===== src/rtl/serial_uart_tx.sv =====
`default_nettype none
// =============================================================================
// Module   : serial_uart_tx
// Purpose  : 8N1 UART transmitter fed by a power-of-two write FIFO.
// Revision : 1.0 - initial release
// =============================================================================
module serial_uart_tx #(
   parameter int CLKS_PER_BIT = 868,
   parameter int FIFO_DEPTH   = 16
) (
   input  logic                        clock,
   input  logic                        reset,
   input  logic [7:0]                  data_in,
   input  logic                        wren_in,
   output logic                        ready_out,
   output logic                        tx_out,
   output logic                        busy_out,
   output logic [$clog2(FIFO_DEPTH):0] count_out,
   output logic                        overflow_out
);

   localparam int c_PTR_W = $clog2(FIFO_DEPTH);
   localparam int c_CNT_W = c_PTR_W + 1;
   localparam int c_TMR_W = $clog2(CLKS_PER_BIT);
   localparam logic [c_TMR_W-1:0] c_TMR_LAST = c_TMR_W'(CLKS_PER_BIT - 1);
   localparam logic [c_CNT_W-1:0] c_FULL     = c_CNT_W'(FIFO_DEPTH);

   typedef enum logic [1:0] {
      IDLE  = 2'd0,
      START = 2'd1,
      DATA  = 2'd2,
      STOP  = 2'd3
   } state_t;

   state_t               r_state;
   state_t               w_state_nxt;
   logic [c_TMR_W-1:0]   r_timer;
   logic [c_TMR_W-1:0]   w_timer_nxt;
   logic [2:0]           r_bit_idx;
   logic [2:0]           w_bit_idx_nxt;
   logic [7:0]           r_shift;
   logic [7:0]           w_shift_nxt;
   logic                 r_tx;
   logic                 w_tx_nxt;
   logic [c_CNT_W-1:0]   r_count;
   logic [c_PTR_W-1:0]   r_wr_ptr;
   logic [c_PTR_W-1:0]   r_rd_ptr;
   logic                 r_overflow;
   logic [7:0]           r_mem [FIFO_DEPTH];

   logic                 w_push;
   logic                 w_pop;
   logic                 w_bit_end;

   assign ready_out    = (r_count != c_FULL);
   assign busy_out     = (r_count != '0) || (r_state != IDLE);
   assign tx_out       = r_tx;
   assign count_out    = r_count;
   assign overflow_out = r_overflow;

   assign w_push    = wren_in && ready_out;
   assign w_bit_end = (r_timer == c_TMR_LAST);

   // Storage carries no reset: entries are only ever read after being written.
   always_ff @(posedge clock) begin
      if (w_push) begin
         r_mem[r_wr_ptr] <= data_in;
      end
   end

   always_ff @(posedge clock or negedge reset) begin
      if (!reset) begin
         r_count    <= '0;
         r_wr_ptr   <= '0;
         r_rd_ptr   <= '0;
         r_overflow <= 1'b0;
      end else begin
         if (w_push) begin
            r_wr_ptr <= r_wr_ptr + c_PTR_W'(1);
         end
         if (w_pop) begin
            r_rd_ptr <= r_rd_ptr + c_PTR_W'(1);
         end
         if (w_push && !w_pop) begin
            r_count <= r_count + c_CNT_W'(1);
         end else if (!w_push && w_pop) begin
            r_count <= r_count - c_CNT_W'(1);
         end
         if (wren_in && !ready_out) begin
            r_overflow <= 1'b1;
         end
      end
   end

   always_ff @(posedge clock or negedge reset) begin
      if (!reset) begin
         r_state   <= IDLE;
         r_timer   <= '0;
         r_bit_idx <= '0;
         r_shift   <= '0;
         r_tx      <= 1'b1;
      end else begin
         r_state   <= w_state_nxt;
         r_timer   <= w_timer_nxt;
         r_bit_idx <= w_bit_idx_nxt;
         r_shift   <= w_shift_nxt;
         r_tx      <= w_tx_nxt;
      end
   end

   // tx is computed one step ahead so the line changes on the same edge as the state.
   always_comb begin
      w_state_nxt   = r_state;
      w_timer_nxt   = r_timer;
      w_bit_idx_nxt = r_bit_idx;
      w_shift_nxt   = r_shift;
      w_tx_nxt      = r_tx;
      w_pop         = 1'b0;
      case (r_state)
         IDLE: begin
            w_tx_nxt      = 1'b1;
            w_timer_nxt   = '0;
            w_bit_idx_nxt = '0;
            if (r_count != '0) begin
               w_pop       = 1'b1;
               w_shift_nxt = r_mem[r_rd_ptr];
               w_state_nxt = START;
               w_tx_nxt    = 1'b0;
            end
         end
         START: begin
            if (w_bit_end) begin
               w_timer_nxt = '0;
               w_state_nxt = DATA;
               w_tx_nxt    = r_shift[0];
            end else begin
               w_timer_nxt = r_timer + c_TMR_W'(1);
            end
         end
         DATA: begin
            if (w_bit_end) begin
               w_timer_nxt = '0;
               if (r_bit_idx == 3'd7) begin
                  w_bit_idx_nxt = '0;
                  w_state_nxt   = STOP;
                  w_tx_nxt      = 1'b1;
               end else begin
                  w_bit_idx_nxt = r_bit_idx + 3'd1;
                  w_shift_nxt   = {1'b0, r_shift[7:1]};
                  w_tx_nxt      = r_shift[1];
               end
            end else begin
               w_timer_nxt = r_timer + c_TMR_W'(1);
            end
         end
         STOP: begin
            if (w_bit_end) begin
               w_timer_nxt = '0;
               w_state_nxt = IDLE;
               w_tx_nxt    = 1'b1;
            end else begin
               w_timer_nxt = r_timer + c_TMR_W'(1);
            end
         end
         default: begin
            w_state_nxt = IDLE;
            w_tx_nxt    = 1'b1;
         end
      endcase
   end

endmodule
`default_nettype wire

===== config.mk =====
export PLATFORM = sky130hd
export DESIGN_NAME = serial_uart_tx
export DESIGN_NICKNAME = d
export VERILOG_FILES = /design/src/rtl/serial_uart_tx.sv
export SDC_FILE = /design/constraint.sdc
export NUM_CORES = 1
export LEC_CHECK = 0
export ABC_AREA = 1
export BUFFER_PORTS_ARGS = -buffer_cell sky130_fd_sc_hd__buf_4
export CAP_MARGIN = 20
export CORE_MARGIN = 4
export CORE_UTILIZATION = 33
export CTS_CLUSTER_SIZE = 8
export DETAILED_ROUTE_END_ITERATION = 8
export GPL_TIMING_DRIVEN = 0
export SETUP_SLACK_MARGIN = 0.4
export SLEW_MARGIN = 20
export SYNTH_ARGS = -nofsm -noshare
export SYNTH_HDL_FRONTEND = slang
export SYNTH_SLANG_ARGS = --single-unit

===== constraint.sdc =====
create_clock -name clock -period 2.7 [get_ports clock]
set_input_delay 0.27 -clock clock [delete_from_list [all_inputs] [get_ports clock]]
set_output_delay 0.27 -clock clock [all_outputs]
set_load 0.01 [all_outputs]

* Word level (Yosys, flattened, before mapping)
Memory sizes are Yosys's and may differ from the RTL's. Cells that the tools add are included.
Operators by class: $add $sub $neg 6, eq/ne operators 12, muxes and demuxes 27, reductions and logical operators 18
Operators with widths (count):
- two-way mux 8 bit | 3
- one-hot mux 10 bit (2 select lines) | 1
- one-hot mux 8 bit (2 select lines) | 1
- != test 2 bit (second input constant) | 6
- adder 10 x 1 -> 10 bit (second input constant) | 1
- equality test 10 bit (second input constant) | 1
- two-way mux 10 bit | 1
- two-way mux 2 bit | 5
- two-way mux 5 bit | 2
- two-way mux 1 bit | 9
- adder 4 x 1 -> 4 bit (second input constant) | 2
- one-hot mux 2 bit (4 select lines) | 1
- two-way mux 3 bit | 2
- one-hot mux 3 bit (2 select lines) | 1
- nonzero test 2 bit | 3
- adder 5 x 1 -> 5 bit (second input constant) | 1
- != test 5 bit (second input constant) | 1
- AND reduction 5 bit | 1
- nonzero test 5 bit | 1
- subtractor 5 x 1 -> 5 bit (second input constant) | 1
- equality test 2 bit (second input constant) | 2
- logical AND 1 bit | 4
- one-hot mux 1 bit (4 select lines) | 1
- AND reduction 4 bit | 1
- other kinds (9) | 11
Storage, ports and cells: bits in registers 38, RAM bits 128, input port bits 11, output and inout bits 9, logic and storage cells 73, memories kept 1
Memory list:
- r_mem | words 16, bits a word 8, rd ports 1, clocked after Yosys merged registers in 0, wr ports 1, line 49 | logic [7:0] r_mem [FIFO_DEPTH];

* Longest topological paths before layout
Gate-level depths: netlist of run 1.
depth after elaboration 6, depth in mapped cells 15

* Worst setup path before layout of run 1
Ideal clock, no wire load.
path kind reg2reg, start register r_count[0] (netlist: count_out[0]), end register r_count[4] (netlist: count_out[4]), data arrival time 2.223 ns, slack 0.356 ns, stages on the path, launching flop included 16, buffers on the path 0, clock period less this slack 2.344 ns, cells stage by stage dfrtp_1 > nor2_1 > nand2_1 > nor2_1 > inv_1 > nand2_1 > inv_2 > ha_1 > inv_1 > ha_1 > a21oi_1 > o21bai_1 > a21oi_1 > o21ai_0 > nand2_1 > nand2_1
Between the ends: elaborated cells on any way between the ends 14
RTL lines:
- start, declared | line 45 | logic [c_CNT_W-1:0] r_count;
- start signal, assigned | line 85 | r_count <= r_count + c_CNT_W'(1);
- start signal, assigned | line 87 | r_count <= r_count - c_CNT_W'(1);
- != test 5 bit (*) | line 55 | assign ready_out = (r_count != c_FULL);
- net ready_out | line 15 | output logic ready_out,
- logical AND 1 bit (*) | line 61 | assign w_push = wren_in && ready_out;
- net w_push | line 51 | logic w_push;
- logical NOT 1 bit | line 86 | end else if (!w_push && w_pop) begin
- logical AND 1 bit | line 86
- nonzero test 2 bit (no line)
Mark *: on every way through the listed nets, which the timed path passes. The rest lies on a longest branch. The select of a mux whose other input is x is not followed. A chain may end at the register's enable or synchronous reset.

* Final worst setup path of run 1
start register r_count[2] (netlist: count_out[2]), end register r_count[4] (netlist: count_out[4])
Between the ends: word-level cells in the longest chain between the ends 6, elaborated cells on any way between the ends 14
Ends and longest elaborated chain:
- parallel branches: the longest is 6 deep, another holds subtractor 5 x 1 -> 5 bit
Several ways; the timed one is not identified. The select of a mux whose other input is x is not followed.

==> results.toml, run 1 <==
[outcome]
status = "finished, final reports clean"

[setup_path]
critPathTopFamily = "simple AND/OR/NAND/NOR gates"
cp_slowest_cell = "dfrtp_2"
worst-path-buf-inv = 2
rr_worst_depth = 14
crit_path_max_fanout = 5
start_kind = "register"
crit_chain = "nor2_1 -> nand2_2 -> inv_1 -> nand2_1 -> nand2_4 -> ha_1 -> inv_2 -> fa_2 -> a21oi_2 -> o21bai_2 -> a21oi_2 -> o21ai_0 -> nand2_1 -> nand2_1"
worstReg2RegEnd = "count_out[4]$_DFFE_PN0P_"
endpoint_kind = "register"
critical_path_class = "register to register"
arrival_ns = 2.62
reg2reg_from = "count_out[2]$_DFFE_PN0P_"
crit_end = "count_out[4]$_DFFE_PN0P_"
slowest_delay_ns = 0.42
crit_top_cell = "nand2_1"
worstPathRequired_ns = 3.01
critPathLaunch = "count_out[2]$_DFFE_PN0P_"
cp.depth = 14
r2r_setup_slack_ns = 0.39

[logic_synthesis]
ys_seq_area_frac = 0.638
postSynthCellCount = 741
synth_commonest_cells = "228 x nand2_1, 128 x edfxtp_1, 84 x nand3_1"
yosys_warnings = 0
syn_area_sq_um = 7510
yosysTopAreaCellShare = 0.511
synth_flop_cell = "edfxtp_1"
async_flop_share = 0.229
synth_nets = 770
synth-edff-count = 128
synth_top_area_cell = "edfxtp_1"
ys_top_cells_by_area = "edfxtp_1 51%, dfrtp_1 12%, nand2_1 11%, nand3_1 5.6%, inv_1 4.0%"
ys_ff_latch = 166
yosysUniqueCellTypes = 41
syn_area_per_cell_sq_um = 10.1
yosysMostFrequentCell = "nand2_1"

[clock_network]
clockRootBuffer = "clkbuf_16"
cts_tree = "done"
clockBufferDepth = 2
clk_pin_slew_ns = 0.06
clkLatencyLatePin_ns = 0.42
numCtsBuffers = 17
cts.sinks = 166
cts_htree_levels = 4

[flow_run]
maxCapViolCount = 0

[drt]
viasPerCell = 4.72
postRouteAntennaNets = 0
drc = 0
first_iter_violations = 385
first_pass_iters = 5
vias = 5096
wirelength_mm = 17.0
post_drt_wl_per_cell_microns = 15.8

[timing]
finalClockSkew_ns = 0.00839
tightest_slew_ns = 0.920
slew_viol_final = 0
setup_tns_ns = 0
max_freq_mhz = 433
post-route-min-period_ns = 2.31
setup_viol_count_final = 0
min_period_over_period = 0.856
rsz0062_at_grt = "true"
finalHoldViolations = 0
maxSlewHeadroom = 0.384

[floorplan]
die_x_microns = 159
core_area_sq_um = 22100
row_count = 54
ios = 20
initial_core_util = 0.340
die-area_sq_um = 25300
die_h_microns = 159

[placement]
dp_hpwl_mm = 11.4
place_congestion = 0.838
io_buffers = 19

[min_path]
hp-class = "input port to register"
min_from = "wren_in"

[cells_and_area]
nNetsFinal = 815
multi_input_area_sq_um = 2300
fillers = 2122
synthToLayoutAreaGrowth_pct = 15.9
seq_area_sq_um = 4800
antennaDiodeCount = 0
drive_above_1_share = 0.148

[global_routing]
grt_max_degree = 39
grt_pass1_wl_mm = 27.1
grt.total_usage = 0.138
grt.overflow.total = 0
grt_pass1_vias = 4894
antenna_found_initial = 0

[power]
ir_drop_v = 0.000464
total_power_mw = 6.43
leakage_nw = 3.67
p_per_area_nw_per_um2 = 738
-- how the worst min path moves through the flow --
stage,cells past startpoint,to,slack (ns)
final,2,overflow_out$_DFFE_PN0P_,0.08
after floorplan,0,count_out[0]$_DFFE_PN0P_,-0.03
after detailed placement,1,r_timer[5]$_DFF_PN0_,0.28
after global routing,2,overflow_out$_DFFE_PN0P_,0.08
after CTS,2,overflow_out$_DFFE_PN0P_,0.07
after global placement,1,r_timer[5]$_DFF_PN0_,0.28
-- worst register-to-register path, cell delays in order (launching register included) --
cell      delay [ns]
dfrtp_2         0.42
nor2_1          0.14
nand2_2         0.10
inv_1           0.12
nand2_1         0.11
nand2_4         0.12
ha_1            0.17
inv_2           0.07
fa_2            0.37
a21oi_2         0.15
o21bai_2        0.09
a21oi_2         0.15
o21ai_0         0.10
nand2_1         0.06
nand2_1         0.04
-- area by class of cell --
cell class | count | share of cell area
multi-input cells | 461 | 0.265
inverters | 87 | 0.0376
repair buffers | 26 | 0.0227
flip-flops and latches | 166 | 0.551
well taps | 280 | 0.0402
clock inverters | 14 | 0.0175
clock buffers | 18 | 0.0493
plain buffers | 27 | 0.0172
-- power by group --
part / total, mW / internal (mW) / switching (mW) / leakage [nW]
clock network: 2.38 / 1.37 / 1.01 / 0.280
registers: 3.12 / 3.02 / 0.0959 / 1.62
logic: 0.931 / 0.327 / 0.604 / 1.77
total: 6.43 / 4.72 / 1.71 / 3.67
-- kinds of logic after synthesis --
logic type / synth area share
flip-flops: 0.638
adder cells (fa/ha/maj): 0.0310
AND/OR/NAND/NOR: 0.223
buffers and inverters: 0.0636
AO/OA/AOI/OAI: 0.0325
XOR/XNOR: 0.0117
-- per-stage QoR --
| stage | worst slack, ns | instance area [sq um] | utilization | instances | hold WS, ns |
|---|---|---|---|---|---|
| 2_1_floorplan | 0.412 | 7510 | - | 741 | -0.0256 |
| 3_3_place_gp | 0.143 | 8010 | 0.362 | 1040 | 0.280 |
| 3_5_place_dp | 0.121 | 8010 | 0.362 | 1040 | 0.281 |
| 4_1_cts | 0.381 | 8680 | 0.393 | 1078 | 0.0700 |
| 5_1_grt | 0.239 | 8710 | 0.394 | 1079 | 0.0761 |
| 6_report | 0.389 | 8710 | 0.394 | 1079 | 0.0793 |
-- metal layers --
layer  global-route usage  part of all wire  vias to the layer above
met5                    0                 0                        -
met3               0.0251             0.053                       19
met1                0.187              0.44                     2417
li1                     -                 -                     2524
met2                0.224              0.49                      136
met4               0.0477             0.018                        0
-- flip-flops by register name (all words and copies together) (netlist names) --
register / count
r_mem: 128
r_timer: 10
r_shift: 8
count_out: 5
r_rd_ptr: 4
r_wr_ptr: 4
r_bit_idx: 3
r_state: 2
overflow_out: 1
tx_out: 1
-- layout by cell type, fill, tap and decap left out, drive strengths merged --
cell type and n:
nor3 3, dfrtp 37, o21ai 19, o31ai 2
or2 1, a31oi 2, clkinv 10, dfstp 1
bufinv 2, nand4 5, dlygate4sd3 1, nor2 64
ha 17, o21bai 1, nand3 86, a21o 1
nand2 230, xnor2 2, a21oi 9, nand3b 1
o21a 2, clkinvlp 2, edfxtp 128, xor2 8
inv 87, clkbuf 20, fa 1, nor3b 2
buf 50, o211ai 5
-- timing repair --
item	4_1_cts	5_1_grt
setup endpoints to repair	42	74
pin swaps	3	4
hold buffers	1	0
setup buffers	5	1
hold endpoints to repair	37	0
gates resized for setup	12	10
Note: power is estimated with default switching activity, not from simulation.
==> run 2: changes to the inputs <==
--- a/config.mk
+++ b/config.mk
@@ -5,7 +5,6 @@
 export SDC_FILE = /design/constraint.sdc
 export NUM_CORES = 1
 export LEC_CHECK = 0
-export ABC_AREA = 1
 export BUFFER_PORTS_ARGS = -buffer_cell sky130_fd_sc_hd__buf_4
 export CAP_MARGIN = 20
 export CORE_MARGIN = 4
==> results.toml, run 2 <==
[power]
p_comb_frac = 0.168
leakage_nw = 2.90
p_seq_frac = 0.490
ir_drop_v = 0.000287
p_per_area_nw_per_um2 = 769
cellInternalPower_mw = 4.71
swShare = 0.268
clkPwrFrac = 0.341
switchingPower_mw = 1.72

[clock_network]
numCtsBuffers = 17
cts_tree = "done"
clk_pin_slew_ns = 0.06
clockBufferDepth = 2
cts.sinks = 166
cts_htree_levels = 4
clockRootBuffer = "clkbuf_16"
clkLatencyLatePin_ns = 0.43

[floorplan]
die_x_microns = 154
initial_core_util = 0.334
ios = 20
die-area_sq_um = 23600
die_h_microns = 154
row_count = 53
core_area_sq_um = 21000

[global_routing]
grt_pass1_vias = 4049
antenna_found_initial = 0
grt.overflow.total = 0
grt.total_usage = 0.132
grt_pass1_wl_mm = 23.5
grt_max_degree = 39

[timing]
min_period_over_period = 0.892
whs_ns = 0.106
finalClockSkew_ns = 0.00833
slew_viol_final = 0
setup_viol_count_final = 0
setup_tns_ns = 0
finalHoldViolations = 0
maxSlewHeadroom = 0.342
max_freq_mhz = 415
post-route-min-period_ns = 2.41
tightest_slew_ns = 0.983
rsz0062_at_grt = "true"

[logic_synthesis]
ys_top_cells_by_area = "edfxtp_1 55%, dfrtp_1 13%, mux4_2 4.2%, mux2i_1 3.6%, ha_1 3.0%"
syn_area_sq_um = 7000
ys_seq_area_frac = 0.685
yosysTopAreaCellShare = 0.549
postSynthCellCount = 431
synth_flop_cell = "edfxtp_1"
syn_area_per_cell_sq_um = 16.2
synth_nets = 460
synth-edff-count = 128
ys_ff_latch = 166
synth_top_area_cell = "edfxtp_1"
yosysMostFrequentCell = "edfxtp_1"
async_flop_share = 0.229
yosysUniqueCellTypes = 49
synth_commonest_cells = "128 x edfxtp_1, 37 x dfrtp_1, 29 x nor2_1"
yosys_warnings = 0

[cells_and_area]
stdcell_area_sq_um = 8370
reg.largest.list = "r_mem (128), r_timer (10), r_shift (8)"
mostFrequentLayoutCells = "128 x edfxtp_1, 38 x buf_4, 34 x dfrtp_1, 25 x mux2i_1"
synthToLayoutAreaGrowth_pct = 19.5
largest_reg_flops = 128
regMostFlops = "r_mem"
drive_above_1_share = 0.260
layout.cells.non_filler = 782
layout_commonest_cell = "edfxtp_1"
finalCoreUtilization = 0.399
nNetsFinal = 523
antennaDiodeCount = 0

[min_path]
hp-class = "input port to register"

[drt]
wirelength_mm = 14.8
first_iter_violations = 268
first_pass_iters = 5
viasPerCell = 4.99
post_drt_wl_per_cell_microns = 18.9
vias = 3904
postRouteAntennaNets = 0
drc = 0

[placement]
place_congestion = 0.754
dp_hpwl_mm = 9.61
io_buffers = 19
place_area_sq_um = 7570
dpl.cell_count = 725

[setup_path]
endpoint_kind = "register"
arrival_ns = 2.71
worstPathRequired_ns = 3.00
crit_path_max_fanout = 4
start_kind = "register"
critical_path_class = "register to register"

[flow_run]
maxCapViolCount = 0

[outcome]
status = "finished, final reports clean"
==> run 2: power groups by stage <==
stage / sequential, mW / clock [mW] / combinational (mW)
floorplan: 3.22 / 0 / 0.521
global placement: 3.21 / 0 / 0.795
detailed placement: 3.23 / 0 / 0.855
CTS: 3.16 / 2.24 / 0.990
global route: 3.18 / 2.37 / 1.18
finish: 3.16 / 2.20 / 1.08
==> run 2: cell families (layout without fill, tap and decap cells) <==
kind of cell    after synthesis  count (layout)  synth area share
compound gates               59              59            0.0572
xor+xnor                     18              18            0.0225
fa+ha+maj                    18              18            0.0333
simple gates                 90              90            0.0617
flops                       166             166             0.685
mux                          52              52             0.117
buf+inv                      28             104            0.0227
==> run 2: worst paths after layout <==
path / from / to / slack (ns) / depth (start not counted)
worst max-delay path: count_out[2]$_DFFE_PN0P_ / count_out[3]$_DFFE_PN0P_ / 0.29 / 12
worst min-delay path: wren_in / overflow_out$_DFFE_PN0P_ / 0.11 / 2
worst max register to register: count_out[2]$_DFFE_PN0P_ / count_out[3]$_DFFE_PN0P_ / 0.29 / 12
worst min register to register: tx_out$_DFFE_PN1P_ / tx_out$_DFFE_PN1P_ / 0.49 / 2
max in group asynchronous: reset / count_out[2]$_DFFE_PN0P_ / 1.98 / 2
min in group asynchronous: reset / count_out[3]$_DFFE_PN0P_ / 0.36 / 2
==> run 2: timing repair <==
item | CTS | global route
hold buffers | 1 | 0
setup buffers | 17 | 7
gates resized for setup | 5 | 18
endpoints found under the hold margin | 37 | 0
setup endpoints to repair | 12 | 66
pin swaps | 11 | 6
==> run 2: final cells by class <==
type	instances	area, sq um
Clock buffer	19	433
Multi-Input combinational cell	237	2150
Inverter	8	35.0
Fill cell	1933	12600
Clock inverter	13	101
Timing Repair Buffer	44	359
Tap cell	275	344
Buffer	20	139
Sequential cell	166	4800
==> run 2: worst max-delay path: stages (launching register included) <==
cell	delay, ns
dfrtp_2	0.45
nor4_4	0.34
nand2_1	0.12
and2_4	0.16
buf_6	0.12
ha_4	0.17
inv_6	0.07
buf_6	0.10
ha_4	0.18
a21o_1	0.18
a21oi_2	0.16
xor2_1	0.15
o21ai_1	0.07
==> run 2: layer usage <==
| layer | global-route usage | part of all wire | vias to the layer above |
|---|---|---|---|
| met5 | 0 | 0 | - |
| met3 | 0.0372 | 0.047 | 18 |
| met2 | 0.206 | 0.50 | 95 |
| li1 | - | - | 1783 |
| met4 | 0.0479 | 0.017 | 0 |
| met1 | 0.176 | 0.44 | 2008 |
==> run 2: stage by stage <==
step	power, mW	worst slack (ns)
2_1_floorplan	3.74	0.317
6_report	6.43	0.291
4_1_cts	6.39	0.334
5_1_grt	6.74	0.166
3_5_place_dp	4.09	0.113
3_3_place_gp	4.01	0.143
==> run 3: changes to the inputs <==
--- a/config.mk
+++ b/config.mk
@@ -12,6 +12,7 @@
 export CTS_CLUSTER_SIZE = 8
 export DETAILED_ROUTE_END_ITERATION = 8
 export GPL_TIMING_DRIVEN = 0
+export REMOVE_ABC_BUFFERS = 1
 export SETUP_SLACK_MARGIN = 0.4
 export SLEW_MARGIN = 20
 export SYNTH_ARGS = -nofsm -noshare
==> results.toml, run 3 (synthesis results as in run 2) <==
[outcome]
status = "finished, final reports clean"

[timing]
finalClockSkew_ns = 0.0132
setup_slack_ns = 0.310
whs_ns = 0.106
maxSlewHeadroom = 0.396
tightest_slew_ns = 0.902
finalHoldViolations = 0
min_period_over_period = 0.885
setup_viol_count_final = 0
slew_viol_final = 0
max_freq_mhz = 418
rsz0062_at_grt = "true"
post-route-min-period_ns = 2.39

[power]
switchingPower_mw = 1.72
p_seq_frac = 0.482
cellInternalPower_mw = 4.94
p_per_area_nw_per_um2 = 808
leakage_nw = 2.81
clkPwrFrac = 0.386
p_comb_frac = 0.133
swShare = 0.258
ir_drop_v = 0.000363

[drt]
wirelength_mm = 13.3
postRouteAntennaNets = 0
first_pass_iters = 4
drc = 0
post_drt_wl_per_cell_microns = 17.7
first_iter_violations = 259
vias = 3661
viasPerCell = 4.88

[clock_network]
cts_htree_levels = 4
clockBufferDepth = 2
clkLatencyLatePin_ns = 0.43
cts_tree = "done"
numCtsBuffers = 17
clk_pin_slew_ns = 0.07
cts.sinks = 166
clockRootBuffer = "clkbuf_16"

[floorplan]
ios = 20
die_h_microns = 154
die_x_microns = 154
core_area_sq_um = 21000
initial_core_util = 0.334
row_count = 53
die-area_sq_um = 23600

[setup_path]
crit_chain = "nor4_4 -> buf_4 -> nand2b_4 -> nand2_4 -> ha_4 -> inv_4 -> fa_2 -> a21o_1 -> a21oi_2 -> xnor2_1 -> nor2_1 -> xor2_1"
arrival_ns = 2.69
cp_slowest_cell = "dfrtp_2"
slowest_delay_ns = 0.43
critical_path_class = "register to register"
crit_path_max_fanout = 4
endpoint_kind = "register"
start_kind = "register"
worstPathRequired_ns = 3.00
reg2reg_from = "count_out[1]$_DFFE_PN0P_"
critPathLaunch = "count_out[1]$_DFFE_PN0P_"

[global_routing]
grt.overflow.total = 0
grt.total_usage = 0.119
antenna_found_initial = 0
grt_max_degree = 39
grt_pass1_vias = 3882
grt_pass1_wl_mm = 21.4

[placement]
place_congestion = 0.737
io_buffers = 19
dpl.cell_count = 707
place_area_sq_um = 7410
dp_hpwl_mm = 8.76
pre_cts_slack_ns = -0.408

[cells_and_area]
largest_reg_flops = 128
synthToLayoutAreaGrowth_pct = 17.7
nNetsFinal = 491
antennaDiodeCount = 0
drive_above_1_share = 0.232
fillers = 1956
multi_input_area_sq_um = 2150
reg.largest.list = "r_mem (128), r_timer (10), r_shift (8)"
mostFrequentLayoutCells = "128 x edfxtp_1, 33 x dfrtp_1, 29 x buf_4, 26 x nor2_1, 25 x mux2i_1"
layout_commonest_cell = "edfxtp_1"
seq_area_sq_um = 4800
regMostFlops = "r_mem"
finalCoreUtilization = 0.393
layout.cells.non_filler = 750
stdcell_area_sq_um = 8240

[min_path]
hp-class = "input port to register"
min_from = "wren_in"

[flow_run]
maxCapViolCount = 0
-- run 3: path summary, 6_finish.rpt --
path | depth (start not counted) | slack, ns | to
worst max register to register | 12 | 0.31 | count_out[4]$_DFFE_PN0P_
worst max-delay path | 12 | 0.31 | count_out[4]$_DFFE_PN0P_
worst min register to register | 2 | 0.48 | tx_out$_DFFE_PN1P_
worst min-delay path | 2 | 0.11 | overflow_out$_DFFE_PN0P_
min in group asynchronous | 2 | 0.36 | r_timer[6]$_DFF_PN0_
max in group asynchronous | 2 | 1.97 | r_rd_ptr[1]$_DFFE_PN0P_
-- run 3: cell type report --
cell class	count	area share
repair buffers	32	0.0325
well taps	275	0.0418
inverters	8	0.00395
clock inverters	15	0.0260
multi-input cells	237	0.262
clock buffers	17	0.0516
flip-flops and latches	166	0.583
-- run 3: power groups by stage --
stage          combinational [mW]  sequential, mW  clock, mW
2_1_floorplan               0.450            3.22          0
3_3_place_gp                0.701            3.22          0
3_5_place_dp                0.743            3.24          0
4_1_cts                     0.826            3.20       2.61
5_1_grt                     0.993            3.23       2.73
6_report                    0.882            3.20       2.57
-- run 3: timing repair --
item	4_1_cts	5_1_grt
gates resized for setup	16	10
setup buffers	5	5
hold buffers	1	0
endpoints found under the hold margin	37	0
gates cloned	0	0
setup endpoints to repair	126	23
pin swaps	1	11
-- run 3: stage by stage --
stage | total power [mW] | TNS (ns)
2_1_floorplan | 3.67 | -0.102
3_3_place_gp | 3.92 | -1.56
3_5_place_dp | 3.99 | -0.691
4_1_cts | 6.64 | 0
5_1_grt | 6.95 | 0
6_report | 6.65 | 0
-- run 3: critical path, delay by kind of cell, from the launching register on --
kind,cells,cell delay [ns]
flip-flops,1,0.43
buffers and inverters,2,0.22
AO/OA/AOI/OAI,2,0.33
AND/OR/NAND/NOR,4,0.51
adder cells (fa/ha/maj),2,0.50
XOR/XNOR,2,0.26
-- run 3: routing by layer --
layer,up-vias,GRT usage,wire length (microns)
li1,1732,-,-
met1,1863,0.146,5780
met2,50,0.203,6890
met3,16,0.0335,494
met4,0,0.0378,139
met5,-,0,0
